`config.mk`:
```
export PLATFORM = sky130hd
export DESIGN_NAME = branch_predictor_btb
export DESIGN_NICKNAME = d
export VERILOG_FILES = /design/src/rtl/branch_predictor_btb_pkg.sv /design/src/rtl/branch_predictor_btb_sat_counter2.sv /design/src/rtl/branch_predictor_btb.sv
export SDC_FILE = /design/constraint.sdc
export NUM_CORES = 2
export LEC_CHECK = 0
export ABC_CLOCK_PERIOD_IN_PS = 31100
export CORE_MARGIN = 2
export CORE_UTILIZATION = 40
export CTS_CLUSTER_DIAMETER = 200
export DETAILED_ROUTE_END_ITERATION = 16
export SLEW_MARGIN = 40
export SYNTH_ARGS = -nofsm -noshare
export SYNTH_HDL_FRONTEND = slang
export SYNTH_SLANG_ARGS = --single-unit
```
`constraint.sdc`:
```
create_clock -name stg_clk -period 31.1 [get_ports stg_clk]
set_clock_uncertainty 0.05 [all_clocks]
set_input_delay 3.11 -clock stg_clk [delete_from_list [all_inputs] [get_ports stg_clk]]
set_output_delay 3.11 -clock stg_clk [all_outputs]
set_load 0.01 [all_outputs]
```
`src/rtl/branch_predictor_btb_pkg.sv`:
```
// Shared types and encodings for the direct-mapped branch target buffer.
// Tags are stored zero-extended to a fixed width so the entry struct is index-size independent.
package branch_predictor_btb_pkg;

    typedef enum logic [1:0] {
        FLAG_NONE = 2'b00,
        FLAG_NT   = 2'b01,
        FLAG_T    = 2'b10,
        FLAG_JMP  = 2'b11
    } upd_flag_e;

    localparam logic [1:0] STRONG_NT = 2'b00;
    localparam logic [1:0] WEAK_NT   = 2'b01;
    localparam logic [1:0] WEAK_T    = 2'b10;
    localparam logic [1:0] STRONG_T  = 2'b11;

    localparam int TAG_MAX_W = 30;

    typedef struct packed {
        logic                 valid;
        logic [TAG_MAX_W-1:0] tag;
        logic [31:0]          target;
        logic [1:0]           counter;
    } btb_entry_t;

endpackage

```
`src/rtl/branch_predictor_btb_sat_counter2.sv`:
```
// Combinational 2-bit saturating increment/decrement used when training an entry.
module sat_counter2
    import branch_predictor_btb_pkg::*;
(
    input  logic [1:0] cnt_i,
    output logic [1:0] inc_o,
    output logic [1:0] dec_o
);

    always_comb begin
        inc_o = (cnt_i == STRONG_T)  ? STRONG_T  : cnt_i + 2'd1;
        dec_o = (cnt_i == STRONG_NT) ? STRONG_NT : cnt_i - 2'd1;
    end

endmodule

```
`src/rtl/branch_predictor_btb.sv`:
```
// Direct-mapped BTB: combinational lookup on the fetch PC, training and a registered
// mispredict redirect driven by the resolution fields leaving the AD latch.
module branch_predictor_btb
    import branch_predictor_btb_pkg::*;
#(
    parameter int INDEX_BITS = 4,
    parameter int CNT_W      = 16
) (
    input  logic             stg_clk,
    input  logic             reset,
    input  logic             stg_ena,
    input  logic             stg_x,
    input  logic [31:0]      fetch_pc,
    output logic             pred_valid,
    output logic             pred_taken,
    output logic [1:0]       pred_counter,
    output logic [31:0]      pred_next_pc,
    input  logic [31:0]      upd_pc,
    input  logic [31:0]      upd_target,
    input  logic [1:0]       upd_flag,
    input  logic [1:0]       upd_counter,
    input  logic             upd_valid,
    input  logic             upd_prediction,
    output logic             mispredict,
    output logic [31:0]      redirect_pc,
    output logic [CNT_W-1:0] mispredict_count
);

    localparam int ENTRIES = 2 ** INDEX_BITS;

    // Register array rather than RAM so the asynchronous reset can clear every entry.
    btb_entry_t tbl_q [ENTRIES];

    logic [INDEX_BITS-1:0] fetch_idx, upd_idx;
    logic [TAG_MAX_W-1:0]  fetch_tag, upd_tag;
    btb_entry_t            fetch_e, upd_e;

    logic                  accept;
    logic                  upd_match;
    logic [1:0]            cnt_inc, cnt_dec;

    logic                  tbl_we;
    btb_entry_t            tbl_wdata;
    logic                  mis_cond;
    logic [31:0]           redirect_d;
    logic                  mispredict_d;
    logic [CNT_W-1:0]      count_d;

    logic                  mispredict_q;
    logic [31:0]           redirect_q;
    logic [CNT_W-1:0]      count_q;

    assign fetch_idx = fetch_pc[INDEX_BITS+1:2];
    assign fetch_tag = TAG_MAX_W'(fetch_pc[31:INDEX_BITS+2]);
    assign upd_idx   = upd_pc[INDEX_BITS+1:2];
    assign upd_tag   = TAG_MAX_W'(upd_pc[31:INDEX_BITS+2]);
    assign fetch_e   = tbl_q[fetch_idx];
    assign upd_e     = tbl_q[upd_idx];

    sat_counter2 u_sat (
        .cnt_i (upd_counter),
        .inc_o (cnt_inc),
        .dec_o (cnt_dec)
    );

    // Lookup reads the registered table, so a same-cycle write is not yet visible.
    always_comb begin
        pred_valid   = fetch_e.valid && (fetch_e.tag == fetch_tag);
        pred_counter = pred_valid ? fetch_e.counter : STRONG_NT;
        pred_taken   = pred_valid & pred_counter[1];
        pred_next_pc = pred_taken ? fetch_e.target : fetch_pc + 32'd4;
    end

    assign accept    = stg_ena && !stg_x;
    assign upd_match = upd_e.valid && (upd_e.tag == upd_tag);

    // Training starts from the lookup-time counter snapshot, not the stored counter.
    always_comb begin
        tbl_we     = 1'b0;
        tbl_wdata  = upd_e;
        mis_cond   = 1'b0;
        redirect_d = upd_pc + 32'd4;
        unique case (upd_flag_e'(upd_flag))
            FLAG_NONE: begin
                tbl_we          = upd_match;
                tbl_wdata.valid = 1'b0;
                mis_cond        = upd_prediction;
            end
            FLAG_NT: begin
                tbl_we            = upd_valid;
                tbl_wdata.counter = cnt_dec;
                mis_cond          = upd_prediction;
            end
            FLAG_T, FLAG_JMP: begin
                tbl_we            = 1'b1;
                tbl_wdata.valid   = 1'b1;
                tbl_wdata.tag     = upd_tag;
                tbl_wdata.target  = upd_target;
                if (upd_flag_e'(upd_flag) == FLAG_JMP) begin
                    tbl_wdata.counter = STRONG_T;
                end else begin
                    tbl_wdata.counter = upd_valid ? cnt_inc : WEAK_T;
                end
                mis_cond   = !upd_prediction || !upd_match || (upd_e.target != upd_target);
                redirect_d = upd_target;
            end
            default: ;
        endcase
    end

    assign mispredict_d = accept && mis_cond;
    assign count_d      = (&count_q) ? count_q : count_q + CNT_W'(1);

    always_ff @(posedge stg_clk or posedge reset) begin
        if (reset) begin
            for (int i = 0; i < ENTRIES; i++) begin
                tbl_q[i] <= '0;
            end
            mispredict_q <= 1'b0;
            redirect_q   <= '0;
            count_q      <= '0;
        end else begin
            mispredict_q <= mispredict_d;
            if (mispredict_d) begin
                redirect_q <= redirect_d;
                count_q    <= count_d;
            end
            if (accept && tbl_we) begin
                tbl_q[upd_idx] <= tbl_wdata;
            end
        end
    end

    assign mispredict       = mispredict_q;
    assign redirect_pc      = redirect_q;
    assign mispredict_count = count_q;

endmodule

```
==> metrics.md <==
| Metric | Value |
|---|---|
| Outcome | finished clean |
| Synthesized cell area | slightly above 60000 um2 |
| Reg-to-reg startpoint | tbl_q[882] |
| Seq. cell area | approximately 27000 um2 |
| Worst vdd rail ir drop | 50.0 uV |
| DRC | 0 |
| Placer Congestion | 0.954 |
| CTS max path bufs | 3 |
| Syn Nets | about 4400 |
| Total negative setup slack | 0 ns |
| Die Wd | roughly 400 um |
| CTS tree | yes |
| Crit end category | output pin |
| Vias in the first global route | between 40000 and 50000 |
| Slowest cell on crit path | buf_4 |
| Final count of pins violating max slew | 0 |
| Synth unique cells | 76 |
| CTS root buf | clkbuf_16 |
| Crit path required time | between 20 and 30 ns |
| CP top delay family | buffers and inverters |
| Worst-Margin Slew | approximately 0.98 ns |
| Fin crit period | between 10 and 15 ns |
| IO Count | around 190 |
| Register area share after synthesis | approximately 44% |
| Pleak | roughly 30 nW |
| CP max FO | 98 |
| Pwr Density | ~57 nW/um2 |
| Final Hold Fails | 0 |
| Synth-to-layout area growth | 12.7% |
| # resized after CTS | 0 |
| Critical path class | primary input to output pin |
| Worst r2r dst | tbl_q[895] |
| Worst EP arrival | between 8 and 9 ns |
| Global-route wire length before repair | 307000 um |
| Critical path launch point type | primary input |
| Top_reg_cell synth | dfrtp_1 |
| Hold_sp | mispredict_count[10] |
| Vias per cell | roughly 6.3 |
| DRT iter0 DRCs | 4465 |
| Clock Sinks | 1089 |
| Fillers | between 10000 and 15000 |
| Vias post-DR | roughly 41000 |
| Largest stage delay, worst path | 0.72 ns |
| RSZ-0062 raised after global routing | no |
| Routed WL | ~210000 um |
| Die height | slightly below 400 um |
| # nets final | about 4500 |
| Min-Delay Path Depth | 1 |
| Grt ovf | 0 |
| Wire per inst | approximately 33 um |
| Clock-pin slew on the worst setup and hold paths | 0.06 ns |
| Layout cell share with drive strength beyond 1 | between 40% and 50% |
| Port Buf Inserts | 190 |
| Initial core utilization | between 40% and 50% |
| GRT Overall Usage | between 20 and 30% |
| Num CTS Buffers | 120 |
| Antenna violations before repair | 16 |
| CP startpoint | fetch_pc[3] |
| Area taken by multi-input logic gates | about 32000 um2 |
| Final HPWL DP | 137000 um |
| Die Area | 158000 um2 |
| Post-synthesis instance total | roughly 4300 |
| Ys Warns | 0 |
| CTS H-Tree Depth | 3 |
| Tot Pwr | 4.01 mW |
| Synth Register Bits | 1089 |
| DP Worst Slack | around 19 ns |
| Post-synth EDFFs | 0 |
| Hold endpoint | mispredict_count[10] |
| Initial DRT Pass Iterations | 6 |
| Reg2Reg Depth | 13 |
| Maxcap violations | 0 |
| Worst hold path type | flop to flop |
| Final ANT Viol Nets | 0 |
| Setup repair bufs after CTS | 0 |
| # setup viols final | 0 |
| Quantity of hold-fixing buffers added after cts | 0 |
| Core area | about 150000 um2 |
| Max-slew headroom | around a third |
| Crit-path cells | buf_8, buf_12, buf_4, mux4_2, mux4_2, xnor2_1, nand2_1, nor3_1, nand3_1, nor4_4, buf_4, mux2_2, clkdlybuf4s50_1 |
| Max Freq | between 0.08 and 0.09 GHz |
| Post-synthesis average cell area | between 10 and 15 um2 |
| Period utilisation layout | about two fifths |
| Reg2Reg Setup Slack | between 20 and 25 ns |
| Clk Latency, worst-skew pair | between 0.7 and 0.8 ns |
| Async SR Flop Fraction | 100% |
| CP bufs+invs | 5 |
| Row count | roughly 140 |
| Largest net degree at the start of global routing | around 100 |
| Crit path setup slack, layout | 19.09 ns |
## layout by cell type, fill, tap and decap left out, types with 29 or more instances in the layout
cell type        Yosys  layout
mux2_1              50      50
mux4_2             517     517
o21ai_0             73      62
clkbuf_16            0     120
xnor2_1             89      89
nand4_1             33      33
mux2_2            1077    1077
a21oi_1             52      50
clkdlybuf4s50_1      0     180
a22oi_1             43      43
a211oi_1            30      30
buf_4               61     105
xor2_1              51      51
nand3_1             50      50
nor2_1              99      80
nand2_1            191     191
mux2i_1            153     152
dfrtp_1           1089    1089
and3_1              29      29
## logic make-up after synthesis
kind of cell	Yosys count	share of synthesized area, %
multiplexers	1824	42.4
adder cells (fa/ha/maj)	6	0.121
AO/OA/AOI/OAI	303	3.38
AND/OR/NAND/NOR	529	4.07
flip-flops	1089	44.0
XOR/XNOR	140	1.98
buffers and inverters	424	4.01
## final cells by class
class                      instances  area share [%]
multi-input combinational       2802            46.5
sequential                      1089            39.1
clock buffer                     171            4.97
timing repair buffer             338            4.79
tap                             2044            3.67
clock inverter                    55           0.852
inverter                          27           0.151
antenna                            3          0.0108
## per-layer routing
metal / track usage, % / share of wire (%)
met1: 37.8 / 42
met3: 7.81 / 10
met5: 0 / 0.041
met2: 39.9 / 44
met4: 8.14 / 3.0
## power by group
group,total [mW],internal (mW),switching (mW)
Clock,1.47,0.842,0.631
Sequential,1.74,1.60,0.143
Combinational,0.794,0.414,0.380
Total,4.01,2.86,1.15
## sequential cells by signal, summed over array words and instances, names as in the netlist
signal / cells
tbl_q: 1040
mispredict: 1
redirect_pc: 32
mispredict_count: 16
## synth_stat cells, drive strengths merged (51+ instances only)
cell type  number  area [um2]
nor2           99         372
buf           265        1890
o21ai          77         385
xor2           51         447
dfrtp        1089       27300
clkbuf        132         495
a21oi          53         277
xnor2          89         780
mux4          517       11600
nand2         192         723
mux2i         153        1530
mux2         1154       13100
## how the worst max path moves through the flow
| stage | to | depth (start not counted) |
|---|---|---|
| floorplan | mispredict | 1 |
| detailed placement | pred_next_pc[9] | 13 |
| global route | pred_next_pc[9] | 13 |
| CTS | pred_next_pc[9] | 13 |
| finish | pred_next_pc[9] | 13 |
| global placement | pred_next_pc[31] | 13 |
## metrics by stage
| step | utilization (%) | cell area [um2] | instances | hold WS (ns) |
|---|---|---|---|---|
| floorplan | - | 61900 | 4315 | 0.420 |
| global placement | 42.4 | 65200 | 6284 | 0.427 |
| detailed placement | 42.7 | 65600 | 6298 | 0.435 |
| CTS | 45.3 | 69700 | 6524 | 0.444 |
| global route | 45.3 | 69800 | 6526 | 0.465 |
| finish | 45.3 | 69800 | 6529 | 0.442 |
Power figures use the tool's default switching activity.
